<file path="src/rtl/switch_port.sv">
// Memory-mapped switch input port: two-flop synchroniser, whole-word debounce,
// and a read-clear status word so software can poll for switch changes.
module switch_port #(
    parameter int WORD_W          = 8,
    parameter int OP_W            = 3,
    parameter int DEBOUNCE_CYCLES = 16,
    parameter int DATA_ADDR       = 2**(WORD_W-OP_W)-1,
    parameter int STAT_ADDR       = 2**(WORD_W-OP_W)-3
) (
    input  logic                   clock,
    input  logic                   reset,
    input  logic [WORD_W-1:0]      switches,
    input  logic [WORD_W-OP_W-1:0] Daddress,
    input  logic                   RE,
    output logic [WORD_W-1:0]      Sdata,
    output logic [WORD_W-1:0]      io_rdata,
    output logic                   io_sel
);

    localparam int ADDR_W = WORD_W - OP_W;
    localparam int CNT_W  = $clog2(DEBOUNCE_CYCLES + 1);

    localparam logic [CNT_W-1:0]  CNT_LAST = CNT_W'(DEBOUNCE_CYCLES - 1);
    localparam logic [CNT_W-1:0]  CNT_SAT  = CNT_W'(DEBOUNCE_CYCLES);
    localparam logic [ADDR_W-1:0] DATA_A   = ADDR_W'(DATA_ADDR);
    localparam logic [ADDR_W-1:0] STAT_A   = ADDR_W'(STAT_ADDR);

    logic [WORD_W-1:0] sync1;
    logic [WORD_W-1:0] sync2;
    logic [WORD_W-1:0] candidate;
    logic [CNT_W-1:0]  count;
    logic              new_flag;
    logic              ovr_flag;

    logic              stable;
    logic              at_last;
    logic              commit;
    logic              is_data;
    logic              is_stat;
    logic              data_read;

    assign stable    = (sync2 == candidate);
    assign at_last   = (count == CNT_LAST);
    assign commit    = stable && at_last && (candidate != Sdata);
    assign is_data   = (Daddress == DATA_A);
    assign is_stat   = (Daddress == STAT_A);
    assign data_read = RE && is_data;

    always_ff @(posedge clock) begin
        if (reset) begin
            sync1 <= '0;
            sync2 <= '0;
        end else begin
            sync1 <= switches;
            sync2 <= sync1;
        end
    end

    // Any bit change restarts the count; the commit happens once, on the edge
    // where the count reaches its last value, and the counter then saturates.
    always_ff @(posedge clock) begin
        if (reset) begin
            candidate <= '0;
            count     <= '0;
            Sdata     <= '0;
        end else if (!stable) begin
            candidate <= sync2;
            count     <= '0;
        end else if (at_last) begin
            count <= CNT_SAT;
            if (commit) begin
                Sdata <= candidate;
            end
        end else if (count < CNT_SAT) begin
            count <= count + 1'b1;
        end
    end

    // A commit landing on the same edge as a data read keeps new_flag set,
    // so the fresh value is still announced, but does not count as overrun.
    always_ff @(posedge clock) begin
        if (reset) begin
            new_flag <= 1'b0;
            ovr_flag <= 1'b0;
        end else begin
            if (commit) begin
                new_flag <= 1'b1;
            end else if (data_read) begin
                new_flag <= 1'b0;
            end

            if (commit && new_flag && !data_read) begin
                ovr_flag <= 1'b1;
            end else if (data_read) begin
                ovr_flag <= 1'b0;
            end
        end
    end

    always_comb begin
        io_rdata = '0;
        io_sel   = 1'b0;
        if (is_data) begin
            io_rdata = Sdata;
            io_sel   = 1'b1;
        end else if (is_stat) begin
            io_rdata = {{(WORD_W-2){1'b0}}, ovr_flag, new_flag};
            io_sel   = 1'b1;
        end
    end

endmodule

</file>
<file path="config.mk">
export PLATFORM = sky130hd
export DESIGN_NAME = switch_port
export DESIGN_NICKNAME = d
export VERILOG_FILES = /design/src/rtl/switch_port.sv
export SDC_FILE = /design/constraint.sdc
export NUM_CORES = 1
export LEC_CHECK = 0
export CORE_MARGIN = 8
export CORE_UTILIZATION = 45
export CTS_BUF_LIST = sky130_fd_sc_hd__clkbuf_8
export DETAILED_ROUTE_END_ITERATION = 10
export PLACE_DENSITY = 0.72
export SKIP_LAST_GASP = 1
export SLEW_MARGIN = 25
export SYNTH_ARGS = -nofsm -noshare
export SYNTH_HDL_FRONTEND = slang
export SYNTH_SLANG_ARGS = --single-unit
</file>
<file path="constraint.sdc">
create_clock -name clock -period 1.7 [get_ports clock]
set_input_delay 0.425 -clock clock [delete_from_list [all_inputs] [get_ports clock]]
set_output_delay 0.425 -clock clock [all_outputs]
set_load 0.02 [all_outputs]
</file>
Word-level counts from Yosys, hierarchy flattened
Cells that the tools add are included.
W data, S select, Z words.
{"block": "classes", "n_addsub": 1, "order_cmp": 1, "n_eq_ne": 5, "muxes": 9, "bitwise": 1, "n_reduce_logical": 12}
{"op": "$eq A5 B5 Y1 const B", "count": 2}
{"op": "$mux W5", "count": 2}
{"op": "$eq A8 B8 Y1", "count": 1}
{"op": "$mux W8", "count": 1}
{"op": "$ne A8 B8 Y1", "count": 1}
{"op": "$reduce_bool A2 Y1", "count": 3}
{"op": "$add A5 B1 Y5 const B", "count": 1}
{"op": "$eq A5 B4 Y1 const B", "count": 1}
{"op": "$logic_and A1 B1 Y1", "count": 5}
{"op": "$lt A5 B5 Y1 const B", "count": 1}
{"op": "$mux W1", "count": 5}
{"op": "$reduce_and A3 Y1", "count": 1}
{"op": "$reduce_or A3 Y1", "count": 1}
{"op": "$mux W2", "count": 1}
{"op": "$reduce_or A2 Y1", "count": 1}
{"op": "$logic_not A1 Y1", "count": 1}
{"op": "$not A1 Y1", "count": 1}
{"block": "totals", "register_bits": 39, "input_bits": 16, "output_inout_bits": 17, "wordCells": 37}

Depth between registers and ports, before layout
{"block": "logic_depth", "ltp_word": 6, "depth_mapped": 5, "mapped_depth_nobuf": 5}

Least setup slack after synthesis
No wires, ideal clock.
{"block": "synth_path", "path_type": "input -> output", "from": "input Daddress[4]", "to": "output io_rdata[2]", "t_arrival_ns": 1.111, "required_time_ns": 1.275, "setup_slack_ns": 0.164, "cell_stages": 3, "path_buffers": 0, "cell_sequence": "nand4_1 inv_1 and3_1"}
{"block": "synth_between", "elab_chain_len": 2}
{"item": "from (decl)", "line": "13", "rtl": "input logic [WORD_W-OP_W-1:0] Daddress,"}
{"item": "$eq A5 B5 Y1", "line": "45", "rtl": "assign is_data = (Daddress == DATA_A);"}
{"item": "$mux W8", "line": "103", "rtl": "if (is_data) begin"}
{"item": "to (decl)", "line": "16", "rtl": "output logic [WORD_W-1:0] io_rdata,"}
Every way passes these cells.

Final worst setup path
{"block": "layout_path", "from": "input Daddress[3]", "to": "output io_rdata[3]"}
Same word-level chain as after synthesis.

==> impl_metrics.yaml <==
logic_synthesis:
  synth_most_common_cell: "dfxtp_1"
  postSynthCellCount: 151
  synth_warnings: 0
  synth.net_count: 168
  synthTopCellsByCount: "dfxtp_1, nor2b_1, nand2b_1, mux2i_1, xor2_1"
  synth_top_cells_by_area: "dfxtp_1, nor2b_1, mux2i_1"
  yosysSeqAreaShare_pct: 49.5
  yosys.area.top_type_share_pct: 49.5
  post_synth.cell_area_avg_um2: 10.4
  ys.flop_type: "dfxtp_1"
  ys_ff_latch: 39
  synth_area_mm2: 0.00158
  synthArstFlopShare_pct: 0
  synth_top_cell_by_area: "dfxtp_1"
  synth.distinct_cells: 24
  synth_edf_count: 0
clock_network:
  clockRootBuffer: "clkbuf_8"
  cts_setup_buffers: 0
  path_clk_slew_ns: 0.07
  clk_latency_ns: 0.29
  cts-buffers-inserted: 5
  cts_tree: "built"
  cts.path.max_buffers: 2
  h-tree-depth: 2
  clkSinkCount: 39
placement:
  numPortBuffers: 32
  place_area_mm2: 0.00200
  hpwlAfterDp_um: 2130
  gp_congestion: 0.749
power_and_ir_drop:
  p_per_area_mw_per_mm2: 887
  peakVddDrop_v: 0.000564
  leakage_uw: 0.000886
sta:
  drv_slew: 0
  slew_headroom_pct: 81.0
  period_share_pct: 96.8
  final-setup-viol-count: 0
  max_freq_ghz: 0.607
  whs_ns: 0.438
  clock_skew_ns: 0.00528
  period_needed_ns: 1.65
  tightestPinTransition_ns: 0.282
  hold_viol: 0
layout:
  nets: 208
  layout-drive-gt1-share_pct: 16.7
  stdcell_area_mm2: 0.00212
  syn2layout_area_growth_pct: 34.4
  diodes: 0
setup_path:
  cp.required_ns: 1.27
  crit_fanout: 8
  ff2ff_path_depth: 5
  worstSetupEndpointType: "primary output"
  reg2reg_to: "Sdata[6]"
  critPathTopFamily: "buffers and inverters"
  crit_slowest_cell: "dlygate4sd2_1"
  crit_type: "input pin to primary output"
  start_kind: "input pin"
  startpoint: "Daddress[3]"
  path_cells: "dlygate4sd2_1 > nand4_1 > inv_2 > and3_4 > buf_6"
  timing.critical_path.buf_inv: 3
  arrival_ns: 1.22
  rrSetupSlack_ns: 0.14
  cpPeakStageDelay_ns: 0.19
  r2r_start: "candidate[7]"
global_route:
  grt_pass1_wl_um: 4640
  grt_max_degree: 46
  grt_pass1_vias: 1098
  track_usage_pct: 11.1
  antenna_found_initial: 0
  grt-ovfl-total: 0
route:
  drc: 0
  wl_met2_um: 1290
  highest_layer: "met4"
  wl_met3_um: 251
  post_drt_wl_per_cell_um: 12.0
  vias_per_cell: 4.74
  first_pass_iters: 4
  final_antenna_net_count: 0
  wl_met1_um: 1250
  first_iter_violations: 41
  vias: 1127
  wl_um: 2850
die:
  initial_utilization_pct: 46.9
  core_mm2: 0.00336
  io_pins: 33
  rows: 21
  die_area_mm2: 0.00566
  die_h_um: 75.2
  dieWidth_um: 75.2
min_path:
  hold_start: "sync1[5]"
  holdCritPathClass: "flop to flop"
  min_to: "sync2[5]"
  hold_depth: 1
flow_run:
  maxCapViolCount: 0
status:
  status: "finished clean"
[routing by layer]
layer / up-vias / global-route usage (%)
met2: 37 / 18.3
met1: 510 / 11.2
met5: - / 0
li1: 575 / -
met4: 0 / 8.32
met3: 5 / 3.99
[worst register-to-register path: cells and delay by family (launching register included)]
family,cells,cell delay (ns)
buffers and inverters,1,0.15
xor gates and xnor gates,1,0.19
muxes,1,0.18
DFF,1,0.34
and+or+nand+nor,1,0.35
AOI/OAI and AO/OA,1,0.28
[area by class of cell]
| class | count | area, um^2 |
|---|---|---|
| clock buffer | 6 | 82.6 |
| fill | 295 | 1240 |
| timing repair buffer | 39 | 378 |
| inverter | 1 | 3.75 |
| multi-input combinational | 105 | 783 |
| clock inverter | 2 | 35.0 |
| sequential | 39 | 781 |
| tap | 46 | 57.6 |
[repair_timing]
item,CTS,global route
hold buffers,0,0
resized for setup,60,7
cloned,0,0
endpoints found under the hold margin,0,0
endpoints found under the setup margin,17,9
pin swaps,1,2
[flip-flops by register name, summed over array words and instances, names as in the netlist]
name,cells
candidate,8
ovr_flag,1
Sdata,8
sync1,8
new_flag,1
sync2,8
count,5
[layout by cell type (no fill, tap or decap), types with 2 or more instances in the layout]
cell / Yosys / layout
dfxtp_1: 39 / 39
nor2b_1: 26 / 26
nand2b_1: 15 / 15
mux2i_1: 11 / 11
xor2_1: 10 / 10
clkdlybuf4s50_1: 0 / 10
dlygate4sd2_1: 0 / 10
xnor2_1: 9 / 9
buf_4: 0 / 7
nor2_1: 6 / 6
clkbuf_8: 0 / 6
and3_4: 0 / 4
nand2_1: 4 / 4
buf_6: 1 / 4
nand4_1: 3 / 3
and3_1: 7 / 3
nor4_4: 2 / 2
nand3_1: 2 / 2
nor3_1: 2 / 2
clkdlybuf4s15_1: 0 / 2
clkdlybuf4s15_2: 0 / 2
buf_12: 0 / 2
[metrics by stage]
step | utilization [%] | setup TNS [ns] | cells | total power [uW] | worst slack [ns]
3_3_place_gp | 59.6 | -5.77 | 230 | 1110 | -0.674
6_report | 63.1 | 0 | 238 | 1880 | 0.0538
4_1_cts | 63.1 | 0 | 238 | 1900 | 0.0106
5_1_grt | 63.1 | -0.000840 | 238 | 1950 | -0.000840
3_5_place_dp | 59.6 | -6.30 | 230 | 1120 | -0.744
2_1_floorplan | - | 0 | 151 | 1050 | 0.164
[report_power, final]
group          internal (uW)  switching [uW]  total, uW
logic                   80.9            57.3        138
clock network            475             317        792
registers                938            13.8        952
total                   1490             388       1880
[worst max path at each step]
stage	cells after the start	slack, ns	to
2_1_floorplan	3	0.16	io_rdata[2]
3_3_place_gp	5	-0.67	io_rdata[5]
3_5_place_dp	5	-0.74	io_rdata[3]
4_1_cts	4	0.01	io_rdata[1]
5_1_grt	5	-0.0008	io_rdata[2]
6_report	5	0.05	io_rdata[3]
[kinds of logic (layout without fill, tap and decap cells)]
kind of cell	after synthesis	count (layout)	share of synthesized area (%)
flops	39	39	49.5
xor+xnor	19	19	10.5
mux	11	11	6.98
buf+inv	7	48	2.14
simple gates	69	69	27.8
fa+ha+maj	1	1	0.793
compound gates	5	5	2.30
Power figures use the tool's default switching activity.
==> RTL change: new RTL, same settings <==
The parameter `OP_W` goes from 3 to 4.
--- a/src/rtl/switch_port.sv
+++ b/src/rtl/switch_port.sv
@@ -3,5 +3,5 @@
 module switch_port #(
     parameter int WORD_W          = 8,
-    parameter int OP_W            = 3,
+    parameter int OP_W            = 4,
     parameter int DEBOUNCE_CYCLES = 16,
     parameter int DATA_ADDR       = 2**(WORD_W-OP_W)-1,
Ports: changed (resized Daddress); port bits go from 33 to 32. No check against the original RTL was run, so the function may have changed too.
==> RTL change against the original RTL <==
Critical path depth decreased by 1. Critical path type unchanged. Sequential share of layout area barely moved. Count of clock-buffer cells in the layout shrank 1. Wire length shrank 0.28%. Highest routed layer unchanged. Via count hardly changed. Total power fell by 0.66%. Area after synthesis rose by 0.32%. Sequential cell count unchanged. Global-route usage is 0.16 points lower. Final area barely moved. Setup slack improved by 28 ps. First-iteration DRC count decreased by 17%.
==> RTL change: results (changes against the original RTL) <==
- The final-layout non-clock buffer area share is 17.81% (about the same).
- The multiplexer area fraction after synthesis was 6.957% (-0.022 points).
- The flow ran to the end, and the final reports show no timing, DRC or antenna violations.
- The slowest stage of the critical path is the sky130_fd_sc_hd__and4_4 cell.
- The final estimated routing congestion in global placement is 0.7438 (-0.73%).
- The via count of the first global-routing pass is 1,066 (-2.9%).
- The worst register-to-register path begins at candidate[2]$_SDFFE_PP0P_.
- The area taken by flip-flops and latches is 780.7 µm² (unchanged).
- The worst hold margin is 439.1 ps (+1.031 ps).
- The cell count after synthesis is 152 (+0.66%).
- The layout multi-input combinational cell count is 106 (+0.95%).
- The number of fill cells in the layout is 314 (+6.4%).
- The depth of the worst hold-timing path is 1 (unchanged).
- The number of clock-tree buffers in the layout is 5 (-1).
- The top fanout value on the critical path came to 7 (-1).
- The area of the multi-input gates came to 785.8 µm² (+0.32%).
- The reg2reg setup slack is 140 ps (about the same).
- The number of cells in the design after placement was 231 (+0.43%).
- The depth of the CTS H-tree was 2 (unchanged).
- The post-detailed-placement cell area is 0.002006 mm² (+0.12%).
- Broken down by cell family, the worst path's largest delay share belongs to simple AND/OR/NAND/NOR gates.
- The number of distinct standard cells referenced by the synthesized netlist is 25 (+4.2%).
- The number of buffer cells added on primary ports was 31 (-3.1%).
- The share of async-settable or async-resettable flops after synthesis is 0% (unchanged).
- The arithmetic-cell share of the synthesized area counting full adders, half adders and majority gates came to 0.7905% (-0.0025 points).
- The clock tree skew after final layout is 9.685 ps (+4.406 ps).
- The share of synthesized area occupied by flip-flops and latches came to 49.33% (-0.16 points).
- The violation count after the first detailed-routing iteration is 34 (-17%).
- The worst slack at placement is -697.4 ps (+46.33 ps).
- The count of cells resized by post-cts repair was 66 (+10%).
- The vias per cell is 4.720 (-0.33%).
- The share of cells above drive strength 1 was 17.10% (+0.43 points).
- The fraction of area in registers is 36.79% (about the same).
- The headroom to the max-slew limit is 81.82% (+0.78 points).
- Following the worst setup path forward leads to its endpoint at io_rdata[2].
- The xor and xnor fraction of the mapped netlist area is 10.51% (-0.033 points).
- The global-route total usage across every layer is 10.91% (-0.16 points).
- The data arrival time of the critical path is 1190 ps (-30 ps).
- Yosys attributes the largest share of cell area to sky130_fd_sc_hd__dfxtp_1 49%, sky130_fd_sc_hd__nor2b_1 10%, sky130_fd_sc_hd__mux2i_1 7.0%.
- The estimated wirelength of the detail-placed design is 2.053 mm (-3.8%).
- The leakage power summed over all cells is 0.8959 nW (+1.1%).
- The largest incremental delay on the critical path is 280 ps (+90 ps).
- The number of cells in the finished layout apart from fillers is 239 (+0.42%).
- The most critical setup path has its startpoint at Daddress[1].
- The global-route wire length before repair is 4.692 mm (+1.1%).
- The clock network area share is 5.483% (-0.062 points).
- The worst-case vdd ir drop is 0.6119 mV (+8.4%).
- The total wire length after detailed routing is 2.844 mm (-0.28%).
- The number of antenna violations at the first check in global routing is 0 (unchanged).
- The ratio of final minimum period to clock period was 95.19% (-1.6 points).
- The compound-gate portion of the synthesized area was 2.213% (-0.086 points).
[RTL change: metal layers]
layer	up-vias	track usage, %	wire length [µm]	part of all wire [%]
met5	-	0	0	0
met4	0	5.970	46	1.6
met3	4	4.211	230	8.1
met2	40	18.12	1323	47
met1	515	11.67	1243	44
li1	569	-	-	-
[RTL change: worst min-delay path by stage]
stage,end
floorplan,sync2[0]$_SDFF_PP0_
global placement,sync2[1]$_SDFF_PP0_
detailed placement,sync2[5]$_SDFF_PP0_
CTS,sync2[5]$_SDFF_PP0_
global route,sync2[4]$_SDFF_PP0_
finish,sync2[5]$_SDFF_PP0_
[RTL change: report_power, final]
| group | internal, mW | total (mW) | switching, mW |
|---|---|---|---|
| clock | 0.444 | 0.773 | 0.329 |
| combinational | 0.0845 | 0.144 | 0.0596 |
| sequential | 0.938 | 0.952 | 0.0143 |
[RTL change: worst reg2reg max path: cells and delay by family (launching register included)]
kind	cells	cell delay [ps]
xor+xnor	1	200
compound gates	1	290
flops	1	360
buf+inv	1	140
simple gates	1	320
mux	1	190
